--- src/rtl/rate_timer_pkg.sv ---
// rate_timer_pkg -- shared types and helpers for the rate_timer block.
//
// Contents:
//   state_t      : FSM state encoding (IDLE, RUN and, with burst support, DONE)
//   calc_period  : period in clock cycles for a given speed code
//
// Configuration macro: RATE_TIMER_BURST_EN adds the DONE state used by
// finite-length bursts.

package rate_timer_pkg;

`ifdef RATE_TIMER_BURST_EN
  typedef enum logic [1:0] {
    IDLE = 2'd0,
    RUN  = 2'd1,
    DONE = 2'd2
  } state_t;
`else
  typedef enum logic {
    IDLE = 1'b0,
    RUN  = 1'b1
  } state_t;
`endif

  // Cycles per output pulse at speed code 'speed'. Each speed step doubles
  // the rate. Never returns less than 2, so the terminal count can never
  // coincide with the load that starts a period.
  function automatic int calc_period(input int clk_hz, input int base_hz,
                                     input int speed);
    int p;
    p = clk_hz / (base_hz << speed);
    if (p < 2) p = 2;
    return p;
  endfunction

endpackage

--- src/rtl/rate_timer_core.sv ---
// rate_timer_core -- period down-counter with reload.
//
// Ports:
//   clk, rst_n   : clock, async active-low reset (already synchronised)
//   load         : load reload_m1 (start of a run)
//   advance      : counter is running this cycle
//   speed_change : speed changed this cycle, restart the period
//   reload_m1    : next period minus one
//   half_thresh  : half of the current period
//   at_tc        : counter is at its terminal count (0)
//   upper_half   : counter is still in the first half of its period
//
// RESET_M1 is the reset value of the counter (period at speed 0, minus one).

module rate_timer_core #(
  parameter int               CNT_W    = 4,
  parameter logic [CNT_W-1:0] RESET_M1 = '1
) (
  input  logic             clk,
  input  logic             rst_n,
  input  logic             load,
  input  logic             advance,
  input  logic             speed_change,
  input  logic [CNT_W-1:0] reload_m1,
  input  logic [CNT_W-1:0] half_thresh,
  output logic             at_tc,
  output logic             upper_half
);

  logic [CNT_W-1:0] cnt_q;

  assign at_tc      = (cnt_q == '0);
  assign upper_half = (cnt_q >= half_thresh);

  // Counts down from P-1 to 0. A terminal count and a speed change both
  // restart the period from the new reload value; when they coincide the
  // caller still issues the pulse, so only one reload is needed here.
  always_ff @(posedge clk or negedge rst_n) begin
    if (!rst_n) begin
      cnt_q <= RESET_M1;
    end else if (load) begin
      cnt_q <= reload_m1;
    end else if (advance) begin
      if (at_tc || speed_change) cnt_q <= reload_m1;
      else                       cnt_q <= cnt_q - CNT_W'(1);
    end
  end

endmodule

--- src/rtl/rate_timer.sv ---
// rate_timer -- programmable-rate pulse generator with speed control.
//
// Ports:
//   clk, reset   : clock (rising edge), async active-low reset
//   start, stop  : begin a run / abort back to idle (stop wins)
//   load_speed   : load speed_i (clamped to MAX_SPEED)
//   speed_i      : requested speed code
//   speed_up     : raise speed by one, saturating (load_speed wins)
//   burst_len    : pulses per run, sampled on start, 0 = continuous
//   pulse        : one-cycle tick per period
//   half         : high in the first half of each period while running
//   busy         : high while running
//   done         : one-cycle strobe after the last pulse of a burst
//   speed_o      : current speed code
//   pulses_left  : pulses remaining in the current burst
//
// Configuration macro: RATE_TIMER_BURST_EN. When undefined, burst_len,
// pulses_left, done and the DONE state do not exist and a run continues
// until stop.

module rate_timer
  import rate_timer_pkg::*;
#(
  parameter int CLK_HZ    = 50_000_000,
  parameter int BASE_HZ   = 1,
  parameter int SPEED_W   = 3,
  parameter int MAX_SPEED = 4,
  parameter int BURST_W   = 6
) (
  input  logic               clk,
  input  logic               reset,
  input  logic               start,
  input  logic               stop,
  input  logic               load_speed,
  input  logic [SPEED_W-1:0] speed_i,
  input  logic               speed_up,
`ifdef RATE_TIMER_BURST_EN
  input  logic [BURST_W-1:0] burst_len,
  output logic               done,
  output logic [BURST_W-1:0] pulses_left,
`endif
  output logic               pulse,
  output logic               half,
  output logic               busy,
  output logic [SPEED_W-1:0] speed_o
);

  localparam int CNT_W_RAW = $clog2(CLK_HZ / BASE_HZ);
  localparam int CNT_W     = (CNT_W_RAW < 1) ? 1 : CNT_W_RAW;
  localparam logic [CNT_W-1:0]   RESET_M1 = CNT_W'(calc_period(CLK_HZ, BASE_HZ, 0) - 1);
  localparam logic [SPEED_W-1:0] MAX_CODE = SPEED_W'(MAX_SPEED);

  logic [1:0]         rst_sync;
  logic               rst_n;
  state_t             state_q, state_next;
  logic [SPEED_W-1:0] speed_q, speed_next;
  logic               speed_change;
  logic               running, stay_running, load;
  logic [CNT_W-1:0]   reload_m1, half_thresh;
  logic               at_tc, upper_half, fire;
  logic               pulse_q, half_q;

  // Reset asserts everything immediately but is released only after two
  // clock edges, so the first start can never race the reset release.
  always_ff @(posedge clk or negedge reset) begin
    if (!reset) rst_sync <= 2'b00;
    else        rst_sync <= {rst_sync[0], 1'b1};
  end

  assign rst_n = rst_sync[1];

`ifdef RATE_TIMER_BURST_EN
  logic [BURST_W-1:0] left_q;
  logic               burst_mode_q;
  logic               burst_end;

  // The registered pulse that took the count to zero ends the burst.
  assign burst_end = pulse_q && burst_mode_q && (left_q == '0);
`endif

  // Next-state logic. Stop overrides everything; start is only looked at in
  // IDLE, so a start during a run is ignored.
  always_comb begin
    state_next = state_q;
    if (stop) begin
      state_next = IDLE;
    end else begin
      case (state_q)
        IDLE: if (start) state_next = RUN;
        RUN: begin
`ifdef RATE_TIMER_BURST_EN
          if (burst_end) state_next = DONE;
`endif
        end
`ifdef RATE_TIMER_BURST_EN
        DONE: state_next = IDLE;
`endif
        default: state_next = IDLE;
      endcase
    end
  end

  always_ff @(posedge clk or negedge rst_n) begin
    if (!rst_n) state_q <= IDLE;
    else        state_q <= state_next;
  end

  // Speed selection: load_speed clamps to the highest legal code and takes
  // precedence over speed_up, which saturates. Speed survives stop/start.
  always_comb begin
    speed_next = speed_q;
    if (load_speed)
      speed_next = (speed_i > MAX_CODE) ? MAX_CODE : speed_i;
    else if (speed_up && (speed_q != MAX_CODE))
      speed_next = speed_q + SPEED_W'(1);
  end

  always_ff @(posedge clk or negedge rst_n) begin
    if (!rst_n) speed_q <= '0;
    else        speed_q <= speed_next;
  end

  assign speed_change = load_speed || (speed_next != speed_q);

  // Period lookup. Every calc_period call has a constant argument, so this
  // folds into a small mux rather than a divider.
  always_comb begin
    reload_m1   = RESET_M1;
    half_thresh = CNT_W'(calc_period(CLK_HZ, BASE_HZ, 0) / 2);
    for (int s = 0; s <= MAX_SPEED; s++) begin
      if (speed_next == SPEED_W'(s))
        reload_m1 = CNT_W'(calc_period(CLK_HZ, BASE_HZ, s) - 1);
      if (speed_q == SPEED_W'(s))
        half_thresh = CNT_W'(calc_period(CLK_HZ, BASE_HZ, s) / 2);
    end
  end

  assign running      = (state_q == RUN);
  assign stay_running = (state_next == RUN);
  assign load         = (state_q == IDLE) && stay_running;
  assign fire         = running && stay_running && at_tc;

  rate_timer_core #(
    .CNT_W    (CNT_W),
    .RESET_M1 (RESET_M1)
  ) u_core (
    .clk          (clk),
    .rst_n        (rst_n),
    .load         (load),
    .advance      (running && stay_running),
    .speed_change (speed_change),
    .reload_m1    (reload_m1),
    .half_thresh  (half_thresh),
    .at_tc        (at_tc),
    .upper_half   (upper_half)
  );

  // Pulse and half are registered. half looks at the count before the edge,
  // i.e. the cycles remaining until the next pulse, and drops as soon as the
  // run is leaving RUN.
  always_ff @(posedge clk or negedge rst_n) begin
    if (!rst_n) begin
      pulse_q <= 1'b0;
      half_q  <= 1'b0;
    end else begin
      pulse_q <= fire;
      half_q  <= running && stay_running && upper_half;
    end
  end

`ifdef RATE_TIMER_BURST_EN
  // Burst bookkeeping: length captured on start, decremented on each pulse
  // of a finite burst. A zero length marks a continuous run and stays 0.
  always_ff @(posedge clk or negedge rst_n) begin
    if (!rst_n) begin
      left_q       <= '0;
      burst_mode_q <= 1'b0;
    end else if (load) begin
      left_q       <= burst_len;
      burst_mode_q <= (burst_len != '0);
    end else if (fire && burst_mode_q && (left_q != '0)) begin
      left_q <= left_q - BURST_W'(1);
    end
  end

  assign done        = (state_q == DONE);
  assign pulses_left = left_q;
`endif

  assign pulse   = pulse_q;
  assign half    = half_q;
  assign busy    = running;
  assign speed_o = speed_q;

endmodule
--- config.mk ---
export PLATFORM = sky130hd
export DESIGN_NAME = rate_timer
export DESIGN_NICKNAME = d
export VERILOG_FILES = /design/src/rtl/rate_timer_pkg.sv /design/src/rtl/rate_timer_core.sv /design/src/rtl/rate_timer.sv
export SDC_FILE = /design/constraint.sdc
export NUM_CORES = 1
export LEC_CHECK = 0
export CORE_MARGIN = 2
export CORE_UTILIZATION = 35
export DETAILED_ROUTE_END_ITERATION = 10
export PLACE_DENSITY_LB_ADDON = 0.08
export SLEW_MARGIN = 30
export SYNTH_ARGS = -nofsm -noshare
export SYNTH_HDL_FRONTEND = slang
export SYNTH_SLANG_ARGS = --single-unit
--- constraint.sdc ---
create_clock -name clk -period 3.45 [get_ports clk]
set_clock_uncertainty 0.2 [all_clocks]
set_input_delay 0.69 -clock clk [delete_from_list [all_inputs] [get_ports clk]]
set_output_delay 0.69 -clock clk [all_outputs]
set_load 0.02 [all_outputs]
==> out/qor.yml, run 1 <==
status:
  status: "completed"
layout:
  nFillCells: 806
  antenna_cells: 0
  multi_input_area_sq_um: 1820
  final_common_cell: "nor2_1"
  nets: 398
  area_growth_pct: 14.5
  drive_above_1_share: 0.158
  final_util: 0.418
  final_cell_mix: "30 x nor2_1, 29 x ha_1, 25 x nand2_1, 23 x o21ai_0, 21 x inv_1"
  final_cell_area_sq_um: 3240
  seq_area_sq_um: 873
hold_path:
  worstHoldPathCells: 0
  worst_hold_path_type: "flip-flop to flip-flop"
  holdPathEnd: "rst_sync[1]"
  hold_start: "rst_sync[0]"
power_and_ir_drop:
  power.total_mw: 1.71
  p_sw_frac: 0.415
  powerDensity_nw_per_um2: 527
  intPower_mw: 1.00
  comb_power_share: 0.396
  clockPowerShare: 0.184
  p_sw_mw: 0.709
  power_leakage_nw: 1.37
  p_seq_frac: 0.419
  ir_worst_vdd_mv: 0.238
flow_run:
  max_cap_violations: 0
clock_tree:
  clk_path_buf_depth: 2
  clk_latency_ns: 0.29
  cts_root_buf: "clkbuf_8"
  clock-sinks: 34
  tritoncts: "built"
  path_clk_slew_ns: 0.07
  cts_resized: 0
  cts_htree_levels: 2
  hold_buffers: 0
  cts-buffers-inserted: 5
  post_cts_buffers: 0
global_routing:
  grt_pass1_wl_microns: 14400
  grt_usage: 0.218
  overflow: 0
  grt_max_degree: 20
  antenna_found_initial: 0
  first_global_vias: 2632
worst_setup_path:
  r2r.worst_path.cells: 13
  reg2reg_setup_slack_ns: 0.42
  endpoint_kind: "flip-flop"
  slowest_delay_ns: 0.44
  r2r-end: "half"
  path_buf_inv: 2
  path_delay_family: "compound AO/OA/AOI/OAI gates"
  worstPathMaxFanout: 6
  slowest_stage: "dfrtp_1"
  worstPathCellList: "inv_1 > ha_1 > nand2_1 > inv_1 > nor3_1 > nand2_1 > ha_1 > a21o_1 > a21o_1 > a21oi_1 > a31oi_1 > o21ai_0 > a21oi_1"
  worstReg2RegStart: "speed_o[1]"
  required_ns: 3.41
  critPathKind: "flip-flop to flip-flop"
  arrival_ns: 2.99
  setup.worst_path.start_class: "flip-flop"
placed_design:
  placed_area_sq_um: 3150
  dp_slack_ns: 0.203
  numPortBuffers: 14
  gp_congestion: 0.858
  place_hpwl_microns: 7130
floorplan:
  fp.dieH_microns: 93.9
  pin_count: 15
  core_sq_um: 7770
  start_util: 0.365
  die_w_microns: 93.9
  num_rows: 32
  dieArea_sq_um: 8830
detailed_routing:
  num_vias: 2712
  dr.first_iter.drc_count: 276
  routed_wl_microns: 8980
  antenna_left: 0
  drc: 0
  routed_via_density: 5.86
  firstDrtPassIters: 5
  wl_per_cell_microns: 19.4
synth:
  synth_flop_cell: "dfstp_2"
  muxShareOfSynthArea: 0.0146
  synth_seq_cells: 34
  synth_adder_area_share: 0.128
  yosysTopAreaCell: "dfstp_2"
  yosysSeqAreaShare: 0.308
  syn_nets: 375
  yosys_warnings: 0
  netlist_instances: 337
  async_reset_ff_frac: 1.00
  yosysUniqueCellTypes: 61
  synth_area_sq_um: 2830
  synth_compound_area_frac: 0.233
  syn_avg_cell_area_sq_um: 8.40
  synth_top_family_by_area: "simple AND/OR/NAND/NOR gates"
  synth_top_area_frac: 0.167
  yosys.area_share.simple: 0.259
  synth_area_leaders: "dfstp_2 17%, dfrtp_1 14%, ha_1 13%, o21ai_0 4.1%, nor2_1 4.0%"
  yosys.area_share.xor_xnor: 0.00619
  synth_edf_count: 0
timing:
  relSlewSlack: 0.424
  fin_crit_sh: 0.878
  slew_viol_final: 0
  clock.fmax_ghz: 0.330
  layout_setup_ws_ns: 0.422
  hold_viol: 0
  fin_crit_ns: 3.03
  setup_viol: 0
  setup_tns_ns: 0
  rsz0062_at_grt: "false"
  tightest_slew_ns: 0.864
## layer usage
layer / wire length, microns / vias up / share of wire / track usage
met5: 0 / - / 0 / 0
met4: 175 / 0 / 0.019 / 0.0640
met3: 507 / 15 / 0.056 / 0.0289
met2: 3980 / 104 / 0.44 / 0.338
met1: 4320 / 1293 / 0.48 / 0.316
li1: - / 1300 / - / -
## synth_stat cells (all sizes together) (2+ instances only)
master  number
nor2        31
o21ai       31
ha          29
nand2       26
inv         21
a21oi       19
dfstp       18
dfrtp       16
nor3        15
nand3       11
or3          9
clkbuf       8
or4          8
a21o         7
a31oi        7
nand4        7
nor2b        7
a221o        6
nor4         6
buf          5
nand2b       5
o31ai        5
mux2i        3
or2          3
a211oi       2
a22o         2
a22oi        2
and2         2
o211a        2
o211ai       2
o21a         2
xnor2        2
## flip-flops by register name (all words and copies together), names as in the netlist
| signal | flops |
|---|---|
| u_core.cnt_q | 26 |
| speed_o | 3 |
| rst_sync | 2 |
| busy | 1 |
| half | 1 |
| pulse | 1 |
## worst max-delay path by stage
| stage | start | to | depth (start not counted) |
|---|---|---|---|
| 2_1_floorplan | speed_o[0] | u_core.cnt_q[4] | 8 |
| 3_3_place_gp | speed_up | u_core.cnt_q[4] | 7 |
| 3_5_place_dp | speed_up | u_core.cnt_q[4] | 7 |
| 4_1_cts | speed_o[1] | half | 13 |
| 5_1_grt | speed_o[1] | half | 13 |
| 6_report | speed_o[1] | half | 13 |
## cell families (layout without fill, tap and decap cells)
kind of cell,Yosys count,after routing
adders and majority gates,29,29
muxes,4,4
and+or+nand+nor,135,135
other,1,1
buffers and inverters,34,58
AOI/OAI and AO/OA,98,98
xor gates and xnor gates,2,2
DFF,34,34
## through the flow
step / std cells / hold WS (ns)
floorplan: 337 / 0.131
global placement: 455 / 0.141
detailed placement: 455 / 0.141
CTS: 463 / 0.157
global route: 463 / 0.170
finish: 463 / 0.155
## power by group through the flow
stage | clock [mW] | sequential (mW) | combinational (mW)
3_5_place_dp | 0 | 0.717 | 0.674
4_1_cts | 0.324 | 0.711 | 0.678
6_report | 0.315 | 0.717 | 0.678
2_1_floorplan | 0 | 0.651 | 0.487
3_3_place_gp | 0 | 0.719 | 0.664
5_1_grt | 0.344 | 0.732 | 0.774
## layout make-up
cell class	instances	share of cell area
clock inverters	1	0.00154
multi-input cells	269	0.561
repair buffers	29	0.0779
inverters	21	0.0243
well taps	102	0.0394
clock buffers	7	0.0266
flip-flops and latches	34	0.269
Note: power is estimated with default switching activity, not from simulation.
==> inputs of run 2 (changes only) <==
--- a/config.mk
+++ b/config.mk
@@ -8,7 +8,6 @@
 export CORE_MARGIN = 2
 export CORE_UTILIZATION = 35
 export DETAILED_ROUTE_END_ITERATION = 10
-export PLACE_DENSITY_LB_ADDON = 0.08
 export SLEW_MARGIN = 30
 export SYNTH_ARGS = -nofsm -noshare
 export SYNTH_HDL_FRONTEND = slang
==> out/qor.yml, run 2 (synthesis gave the netlist of run 1 again) <==
detailed_routing:
  dr.first_iter.drc_count: 347  # +26%
  antenna_left: 0  # unchanged
  routed_via_density: 6.03  # +3.0%
  num_vias: 2787  # +2.8%
  wl_per_cell_microns: 19.2  # -1.2%
  drc: 0  # unchanged
  firstDrtPassIters: 5  # unchanged
  routed_wl_microns: 8850  # -1.4%
timing:
  slew_viol_final: 0  # unchanged
  clock.fmax_ghz: 0.321  # -2.9%
  tightest_slew_ns: 0.560  # -0.304 ns
  setup_viol: 0  # unchanged
  fin_crit_sh: 0.903  # +0.0258
  fin_crit_ns: 3.12  # +0.0890 ns
  setup_tns_ns: 0  # unchanged
  layout_setup_ws_ns: 0.333  # -0.0890 ns
  rsz0062_at_grt: "false"
  hold_viol: 0  # unchanged
  relSlewSlack: 0.624  # +0.200
worst_setup_path:
  arrival_ns: 3.09  # +0.10 ns
  worstReg2RegStart: "speed_o[0]"
  required_ns: 3.43  # +0.02 ns
  critPathKind: "flip-flop to flip-flop"
  slowest_delay_ns: 0.48  # +0.04 ns
  reg2reg_setup_slack_ns: 0.33  # -0.09 ns
  worstPathMaxFanout: 6  # unchanged
  worstPathCellList: "inv_1 > ha_1 > nand2_1 > inv_1 > nor3_1 > nand2_1 > ha_1 > a21o_1 > a21o_1 > a21oi_1 > a31oi_1 > o21ai_0 > a21oi_1"
  endpoint_kind: "flip-flop"
  r2r-end: "half"
  setup.worst_path.start_class: "flip-flop"
  r2r.worst_path.cells: 13  # unchanged
  slowest_stage: "dfrtp_1"
power_and_ir_drop:
  powerDensity_nw_per_um2: 530  # +0.41%
  ir_worst_vdd_mv: 0.184  # -23%
  power_leakage_nw: 1.36  # -0.53%
clock_tree:
  post_cts_buffers: 0  # unchanged
  clk_path_buf_depth: 2  # unchanged
  path_clk_slew_ns: 0.08  # about the same
  clk_latency_ns: 0.30  # about the same
  tritoncts: "built"
  cts_resized: 0  # unchanged
  cts_root_buf: "clkbuf_8"
  clock-sinks: 34  # unchanged
  cts_htree_levels: 2  # unchanged
  hold_buffers: 0  # unchanged
  cts-buffers-inserted: 5  # unchanged
global_routing:
  antenna_found_initial: 0  # unchanged
  overflow: 0  # unchanged
  grt_pass1_wl_microns: 14500  # +1.1%
  grt_usage: 0.215  # -0.00253
  first_global_vias: 2768  # +5.2%
  grt_use_met2: 0.336  # -0.00119
  grt_max_degree: 33  # +65%
  grt.busiest_layer: "met2"
  met1_usage: 0.299  # -0.0168
  met3_usage: 0.0369  # +0.00803
layout:
  final_common_cell: "nor2_1"
  drive_above_1_share: 0.156  # -0.00234
  nets: 397  # -0.25%
  nFillCells: 815  # +1.1%
  top_register: "u_core.cnt_q"
  largest_register_ffs: 26  # unchanged
  final_cell_mix: "30 x nor2_1, 29 x ha_1, 25 x nand2_1, 23 x o21ai_0, 21 x inv_1"
  antenna_cells: 0  # unchanged
  area_growth_pct: 14.3
placed_design:
  numPortBuffers: 14  # unchanged
  place_hpwl_microns: 6750  # -5.4%
  dp_slack_ns: 0.286  # +0.0826 ns
  gp_congestion: 0.928  # +8.1%
floorplan:
  fp.dieH_microns: 93.9  # unchanged
  start_util: 0.365  # unchanged
  pin_count: 15  # unchanged
  num_rows: 32  # unchanged
  dieArea_sq_um: 8830  # unchanged
  die_w_microns: 93.9  # unchanged
  core_sq_um: 7770  # unchanged
status:
  status: "completed"
hold_path:
  worst_hold_path_type: "flip-flop to asynchronous set/reset pin"
flow_run:
  max_cap_violations: 0  # unchanged
-- run 2: cell count changes in the layout (fill, tap and decap cells not counted), sizes merged --
cell  before  now
buf       15   14
-- run 2: per-layer routing --
layer	share of wire	wire (microns)
met2	0.46	4060
met4	0.019	172
met5	0	0
met1	0.46	4060
met3	0.064	563
-- run 2: how the worst max path moves through the flow --
| stage | start | to | depth (start not counted) |
|---|---|---|---|
| after floorplan | speed_o[0] | u_core.cnt_q[4] | 8 |
| after global placement | speed_up | u_core.cnt_q[4] | 7 |
| after detailed placement | speed_up | u_core.cnt_q[4] | 7 |
| after CTS | speed_o[0] | half | 13 |
| after global routing | speed_o[0] | half | 13 |
| final | speed_o[0] | half | 13 |
-- run 2: metrics by stage --
| stage | instances | utilization | total power [mW] | instance area [sq um] | hold slack [ns] |
|---|---|---|---|---|---|
| 6_report | 462 | 0.417 | 1.71 | 3240 | 0.0765 |
| 4_1_cts | 462 | 0.417 | 1.71 | 3240 | 0.0987 |
| 3_3_place_gp | 454 | 0.405 | 1.37 | 3140 | 0.0823 |
| 2_1_floorplan | 337 | - | 1.14 | 2830 | 0.131 |
| 5_1_grt | 462 | 0.417 | 1.84 | 3240 | 0.149 |
| 3_5_place_dp | 454 | 0.405 | 1.38 | 3140 | 0.0908 |
-- run 2: cell type report --
cell class / instances / area [sq um] / share of cell area
multi-input combinational: 269 / 1820 / 0.562
sequential: 34 / 873 / 0.270
timing repair buffer: 28 / 245 / 0.0758
tap: 102 / 128 / 0.0394
clock buffer: 7 / 86.3 / 0.0267
inverter: 21 / 78.8 / 0.0244
clock inverter: 1 / 5.00 / 0.00155
-- run 2: critical path: cells and delay by family (launching register included) --
kind / cells / cell delay (ns)
fa+ha+maj: 2 / 0.57
simple gates: 3 / 0.61
compound gates: 6 / 0.89
flops: 1 / 0.48
buf+inv: 2 / 0.26
-- run 2: where the power goes --
group	switching, mW	total (mW)	internal, mW	leakage, nW
Sequential	0.169	0.708	0.539	0.389
Clock	0.157	0.319	0.161	0.0482
Combinational	0.386	0.687	0.301	0.925
==> inputs of run 3 (changes only) <==
--- a/config.mk
+++ b/config.mk
@@ -8,6 +8,7 @@
 export CORE_MARGIN = 2
 export CORE_UTILIZATION = 35
 export DETAILED_ROUTE_END_ITERATION = 10
+export SETUP_SLACK_MARGIN = 0.5
 export SLEW_MARGIN = 30
 export SYNTH_ARGS = -nofsm -noshare
 export SYNTH_HDL_FRONTEND = slang
==> constraint.sdc (replaced) <==
create_clock -name clk -period 3.8 [get_ports clk]
set_clock_uncertainty 0.2 [all_clocks]
set_input_delay 0.76 -clock clk [delete_from_list [all_inputs] [get_ports clk]]
set_output_delay 0.76 -clock clk [all_outputs]
set_load 0.02 [all_outputs]
==> out/qor.yml, run 3 (synthesis gave the netlist of run 1 again) <==
layout:
  area_growth_pct: 11.8
  seq_area_sq_um: 875  # +0.14%
  nFillCells: 785  # -3.7%
  largest_register_ffs: 26  # unchanged
  antenna_cells: 0  # unchanged
  final_common_cell: "nor2_1"
  top_register: "u_core.cnt_q"
  final_cell_mix: "30 x nor2_1, 29 x ha_1, 25 x nand2_1, 23 x o21ai_0, 21 x inv_1"
  final_cell_area_sq_um: 3170  # -2.1%
  multi_input_area_sq_um: 1820  # +0.28%
  nets: 387  # -2.5%
  drive_above_1_share: 0.137  # -0.0184
floorplan:
  fp.dieH_microns: 93.9  # unchanged
  pin_count: 15  # unchanged
  start_util: 0.365  # unchanged
  core_sq_um: 7770  # unchanged
  die_w_microns: 93.9  # unchanged
  num_rows: 32  # unchanged
  dieArea_sq_um: 8830  # unchanged
worst_setup_path:
  worstPathCellList: "clkdlybuf4s50_1 > a21boi_2 > mux2i_1 > and2_0 > nand2_1 > o21a_1 > a221o_1"
  path_delay_family: "compound AO/OA/AOI/OAI gates"
  endpoint_kind: "flip-flop"
  slowest_stage: "clkdlybuf4s50_1"
  critPathKind: "primary input to flip-flop"
  path_buf_inv: 1  # -1
  arrival_ns: 3.11  # +0.02 ns
  slowest_delay_ns: 0.50  # +0.02 ns
  worstPathMaxFanout: 8  # +2
  setup.worst_path.start_class: "primary input"
  required_ns: 3.82  # +0.39 ns
power_and_ir_drop:
  powerDensity_nw_per_um2: 486  # -8.2%
  p_sw_frac: 0.415  # about the same
  power.total_mw: 1.54  # -10%
  p_sw_mw: 0.639  # -10%
  clockPowerShare: 0.187  # about the same
  p_seq_frac: 0.420  # +0.007
  comb_power_share: 0.393  # -0.008
  ir_worst_vdd_mv: 0.173  # -5.7%
  power_leakage_nw: 1.32  # -3.5%
  intPower_mw: 0.899  # -10%
clock_tree:
  post_cts_buffers: 0  # unchanged
  cts_htree_levels: 2  # unchanged
  clk_path_buf_depth: 2  # unchanged
  clk_latency_ns: 0.29  # about the same
  cts_root_buf: "clkbuf_8"
  clock-sinks: 34  # unchanged
  path_clk_slew_ns: 0.07  # about the same
  cts-buffers-inserted: 5  # unchanged
  tritoncts: "built"
global_routing:
  grt_max_degree: 22  # -33%
  first_global_vias: 2675  # -3.4%
  grt_usage: 0.204  # -0.0108
  antenna_found_initial: 0  # unchanged
  grt_pass1_wl_microns: 13900  # -4.3%
  overflow: 0  # unchanged
status:
  status: "completed"
timing:
  clock.fmax_ghz: 0.323
  setup_viol: 0  # unchanged
  fin_crit_ns: 3.09
  relSlewSlack: 0.585  # -0.0388
  slew_viol_final: 0  # unchanged
  hold_viol: 0  # unchanged
  fin_crit_sh: 0.814
  hold_ws_ns: 0.0436  # -0.0329 ns
  setup_tns_ns: 0  # unchanged
  rsz0062_at_grt: "false"
  tightest_slew_ns: 0.618  # +0.0579 ns
detailed_routing:
  num_vias: 2702  # -3.0%
  dr.first_iter.drc_count: 365  # +5.2%
  wl_per_cell_microns: 18.7  # -2.4%
  antenna_left: 0  # unchanged
  drc: 0  # unchanged
  routed_via_density: 5.98  # -0.90%
  firstDrtPassIters: 5  # unchanged
  routed_wl_microns: 8450  # -4.5%
placed_design:
  place_hpwl_microns: 6470  # -4.2%
  numPortBuffers: 14  # unchanged
  gp_congestion: 0.958  # +3.3%
  placed_area_sq_um: 3070  # -2.4%
hold_path:
  worst_hold_path_type: "flip-flop to asynchronous set/reset pin"
flow_run:
  max_cap_violations: 0  # unchanged
-- run 3: cell types whose count changed in the layout (fill, tap and decap cells not counted), sizes merged --
cell,change
buf,-10
-- run 3: metrics by stage --
| stage | cells | setup slack, ns | util |
|---|---|---|---|
| after floorplan | 337 | 1.02 | - |
| after global placement | 444 | 0.342 | 0.395 |
| after detailed placement | 444 | 0.340 | 0.395 |
| after CTS | 452 | 0.623 | 0.407 |
| after global routing | 452 | 0.535 | 0.408 |
| final | 452 | 0.707 | 0.408 |
-- run 3: layer usage --
metal / wire length (microns) / global-route usage
met1: 3760 / 0.284
met2: 3880 / 0.321
met3: 604 / 0.0345
met4: 210 / 0.0700
met5: 0 / 0
-- run 3: final timing paths --
path	from	to	slack (ns)	cells past startpoint
min in group clk	rst_sync[0]	rst_sync[1]	0.15	0
hold reg to reg	rst_sync[1]	u_core.cnt_q[10]	0.04	0
setup reg to reg	speed_o[0]	half	0.76	13
max in group asynchronous	rst_sync[1]	u_core.cnt_q[5]	2.72	1
hold / removal	rst_sync[1]	u_core.cnt_q[10]	0.04	0
setup / recovery	speed_up	u_core.cnt_q[4]	0.71	7
-- run 3: timing repair --
item,in CTS,in global routing
resized for setup,0,1
setup endpoints to repair,0,1
hold buffers,0,0
-- run 3: power by group through the flow --
stage	logic, mW	registers [mW]	clock network (mW)
final	0.604	0.646	0.288
after global routing	0.688	0.662	0.309
after CTS	0.601	0.641	0.291
after detailed placement	0.597	0.646	0
after global placement	0.577	0.645	0
after floorplan	0.443	0.591	0
-- run 3: layout make-up --
class,count,share of cell area
multi-input cells,269,0.576
well taps,102,0.0403
clock buffers,7,0.0273
clock inverters,1,0.00158
inverters,21,0.0249
repair buffers,18,0.0537
flip-flops and latches,34,0.276
==> RTL change 1 (config.mk and constraints of run 2) <==
Build with the macro `RATE_TIMER_BURST_EN` defined.
--- a/src/rtl/rate_timer_pkg.sv
+++ b/src/rtl/rate_timer_pkg.sv
@@ -7,4 +7,6 @@
 // Configuration macro: RATE_TIMER_BURST_EN adds the DONE state used by
 // finite-length bursts.
+
+`define RATE_TIMER_BURST_EN
 
 package rate_timer_pkg;
Ports: changed (added burst_len, done and pulses_left); port bits go from 15 to 28. No check against the original RTL was run, so the function may have changed too.
==> RTL change 1 against run 2 <==
- power increased by 13%
- count of clock-buffer cells in the layout unchanged
- area after synthesis up 16%
- non-clock buffer count up 8
- sequential cell count increased by 8
- first-iteration DRC count down 44%
- setup slack better by 0.024 ns
- routed wire length up 3.1%
- sequential power up 15%
- design area grew 18%
- critical path type unchanged
==> RTL change 1: results <==
export IMPL_r2r_start="speed_o[0]"
export IMPL_synthesis_nets=426
export IMPL_numPortBuffers=27
export IMPL_irDropWorstVdd_v=0.000245
export IMPL_grt_pass1_wl_um=15200
export IMPL_synthTopCellsByArea="dfrtp_1 18%, dfstp_2 14%, ha_1 12%"
export IMPL_layout_drive_gt1_share_pct=11.9
export IMPL_synthTopCellsByCount="38 x nand2_1, 38 x nor2_1, 31 x ha_1, 26 x o21ai_1, 24 x dfrtp_1"
export IMPL_diodes=0
export IMPL_clk_latency_ns=0.32
export IMPL_critPathMaxFanout=6
export IMPL_top_register="u_core.cnt_q"
export IMPL_tightest_slew_ns=0.645
export IMPL_grt_max_degree=27
export IMPL_synth_cell_types=69
export IMPL_num_vias=2986
export IMPL_synthCells=380
export IMPL_power_leakage_nw=1.62
export IMPL_drc_errors=0
export IMPL_grt_usage_pct=19.1
export IMPL_yosysSeqAreaShare_pct=32.6
export IMPL_clockBufferDepth=2
export IMPL_first_global_vias=2915
export IMPL_reg2regPathDepth=12
export IMPL_fillers=934
export IMPL_nets=458
export IMPL_antenna_found_initial=0
export IMPL_total_power_mw=1.94
export IMPL_dp_hpwl_um=7080
export IMPL_wire_per_inst_um=17.4
export IMPL_r2r_setup_slack_ns=0.36
export IMPL_async_flop_share_pct=100
export IMPL_synth_ff_type="dfrtp_1"
export IMPL_crit_arrival_ns=3.10
export IMPL_initialDrtViolationCount=193
export IMPL_clk_pin_slew_worst_paths_ns=0.09
export IMPL_status="finished clean"
export IMPL_largest_reg_flops=26
export IMPL_fin_cells=524
export IMPL_gp_congestion=0.922
RTL change 1: changes by cell type in the layout (fill, tap and decap cells not counted), moves of 7 or more:
cell | run 2 | this run
o21ai_0 | 23 | 12
o21ai_1 | 8 | 26
nand2_1 | 25 | 38
clkdlybuf4s50_1 | 14 | 27
dfrtp_1 | 16 | 23
nor2_1 | 30 | 38
RTL change 1: how the worst min path moves through the flow:
stage / to / slack, ns / from / cells after the start
finish: state_q[1] / 0.07 / rst_sync[1] / 0
global route: state_q[1] / 0.13 / rst_sync[1] / 0
CTS: state_q[1] / 0.10 / rst_sync[1] / 0
detailed placement: state_q[1] / 0.10 / rst_sync[1] / 0
global placement: rst_sync[1] / 0.14 / rst_sync[0] / 0
floorplan: rst_sync[1] / 0.13 / rst_sync[0] / 0
RTL change 1: cells by family (layout without fill, tap and decap cells):
group,count (synthesis),in the layout,synth area share (%)
compound gates,106,106,21.7
fa+ha+maj,31,31,11.8
simple gates,155,155,25.5
flops,42,42,32.6
xor+xnor,10,10,2.66
other cells,1,1,0.114
mux,6,6,1.86
buf+inv,29,62,3.69
RTL change 1: power by group:
| part | switching, mW | internal (mW) | total [mW] |
|---|---|---|---|
| registers | 0.179 | 0.636 | 0.815 |
| clock network | 0.193 | 0.162 | 0.355 |
| logic | 0.414 | 0.351 | 0.765 |
RTL change 1: cell type report:
type | instances | area, µm² | share of cell area [%]
Timing Repair Buffer | 36 | 338 | 8.88
Clock inverter | 1 | 5.00 | 0.132
Clock buffer | 7 | 86.3 | 2.27
Sequential cell | 42 | 1070 | 28.3
Inverter | 18 | 67.6 | 1.78
Tap cell | 111 | 139 | 3.65
Multi-Input combinational cell | 309 | 2090 | 55.0
RTL change 1: metrics by stage:
step / setup WS [ns] / cell area, µm²
after floorplan: 0.642 / 3290
after global placement: 0.178 / 3710
after detailed placement: 0.155 / 3710
after CTS: 0.361 / 3800
after global routing: 0.0228 / 3800
final: 0.358 / 3800
RTL change 1: metal layers:
metal	GRT usage [%]	up-vias	routed length [µm]
li1	-	1457	-
met1	26.5	1430	4290
met2	29.5	75	4180
met3	3.33	24	348
met4	7.48	0	316
met5	0	-	0
RTL change 1: critical path, cell delays in order, from the launching register on:
cell,delay (ns)
dfrtp_1,0.43
inv_1,0.09
ha_1,0.23
nand2_1,0.13
inv_1,0.14
nor3_1,0.29
nand2_1,0.17
ha_1,0.33
nand4b_1,0.13
nor4_1,0.28
a41o_1,0.19
o21ai_0,0.07
a221oi_1,0.30
==> RTL change 2 (config.mk and constraints of run 2) <==
Made on the original files. Register the output `speed_o` once more; this adds one clock of latency there. The other outputs are not delayed to match.
--- a/src/rtl/rate_timer.sv
+++ b/src/rtl/rate_timer.sv
@@ -191,5 +191,11 @@
   assign half    = half_q;
   assign busy    = running;
-  assign speed_o = speed_q;
+  always_ff @(posedge clk or negedge reset) begin
+    if (!reset) begin
+      speed_o <= '0;
+    end else begin
+      speed_o <= speed_q;
+    end
+  end
 
 endmodule
Behaviour: not the same (Yosys sat finds a counterexample within 4 cycles, from zero or initial values and one cycle with reset low).
==> RTL change 2 against run 2 <==
- setup slack got worse by 0.089 ns
- non-clock buffer count fell by 2
- design area increased by 2.2%
- hold slack got worse by 0.012 ns
- sequential share of layout area is 1.7 points higher
- sequential power about the same
- first-iteration DRC count is 22% lower
- count of clock-buffer cells in the layout fell by 1
- power up 0.58%
- area after synthesis up 0.88%
- routed wire length down 4.8%
- sequential cell count grew 3
- highest routed layer unchanged
==> RTL change 2: results <==
export IMPL_dp_hpwl_um=6450
export IMPL_synthCells=330
export IMPL_gp_congestion=0.917
export IMPL_fin_cells=457
export IMPL_wire_per_inst_um=18.5
export IMPL_tightest_slew_ns=0.799
export IMPL_fillers=775
export IMPL_synth_cell_types=55
export IMPL_grt_usage_pct=20.3
export IMPL_r2r_setup_slack_ns=0.24
export IMPL_hold_slack_ns=0.0646
export IMPL_synthesis_nets=368
export IMPL_dp_cells=449
export IMPL_synthTopCellsByCount="33 x nor2_1, 29 x ha_1, 25 x nand2_1, 23 x o21ai_0"
export IMPL_yosysSeqAreaShare_pct=33.2
export IMPL_num_vias=2751
export IMPL_drt_first_pass_iters=6
export IMPL_initialDrtViolationCount=270
export IMPL_nets=392
export IMPL_largestRegisters="u_core.cnt_q x26, speed_o x3, speed_q x3"
export IMPL_irDropWorstVdd_v=0.000232
export IMPL_place_area_um2=3180
export IMPL_critPathMaxFanout=8
export IMPL_layout_drive_gt1_share_pct=14.9
export IMPL_synth_ff_type="dfrtp_1"
export IMPL_grt_pass1_wl_um=13700
export IMPL_first_global_vias=2615
export IMPL_power_leakage_nw=1.41
export IMPL_post_cts_buffers=0
export IMPL_r2r_start="speed_q[0]"
export IMPL_place_ws_ns=0.0665
export IMPL_swShare_pct=38.4
export IMPL_crit_arrival_ns=3.18
export IMPL_clk_latency_ns=0.31
export IMPL_status="finished clean"
RTL change 2: timing repair:
item,in CTS,in global routing
endpoints found under the hold margin,0,0
gates resized for setup,0,2
setup endpoints to repair,0,1
RTL change 2: cell type report:
class / instances / area (µm²) / share of cell area (%)
Multi-Input combinational cell: 269 / 1820 / 55.1
Tap cell: 102 / 128 / 3.86
Clock inverter: 2 / 37.5 / 1.14
Sequential cell: 37 / 950 / 28.7
Clock buffer: 6 / 82.6 / 2.50
Timing Repair Buffer: 26 / 230 / 6.96
Inverter: 15 / 56.3 / 1.70
RTL change 2: cells by family (layout without fill, tap and decap cells):
kind of cell / Yosys count / count (layout) / share of synthesized area (%)
AND/OR/NAND/NOR: 126 / 126 / 22.4
AO/OA/AOI/OAI: 100 / 100 / 24.0
flip-flops: 37 / 37 / 33.2
adder cells (fa/ha/maj): 29 / 29 / 12.7
buffers and inverters: 24 / 49 / 3.24
XOR/XNOR: 7 / 7 / 2.15
multiplexers: 6 / 6 / 2.19
other: 1 / 1 / 0.131
RTL change 2: routing by layer:
layer | wire length [µm] | up-vias | GRT usage [%] | share of wire [%]
met5 | 0 | - | 0 | 0
met4 | 200 | 0 | 7.61 | 2.4
met3 | 579 | 22 | 3.51 | 6.9
met2 | 3840 | 122 | 32.1 | 45
met1 | 3820 | 1308 | 27.8 | 45
li1 | - | 1299 | - | -
RTL change 2: how the worst max path moves through the flow:
stage,startpoint,slack [ns],to
after floorplan,speed_q[0],0.58,half
after global placement,speed_q[0],0.1,half
after detailed placement,speed_q[0],0.07,half
after CTS,speed_q[0],0.05,half
after global routing,speed_q[0],0.02,half
final,speed_q[0],0.24,half
RTL change 2: power groups by stage:
stage	clock, mW	combinational, mW	sequential (mW)
global placement	0	0.579	0.711
CTS	0.411	0.595	0.704
detailed placement	0	0.590	0.711
global route	0.431	0.697	0.724
floorplan	0	0.429	0.653
finish	0.406	0.609	0.708
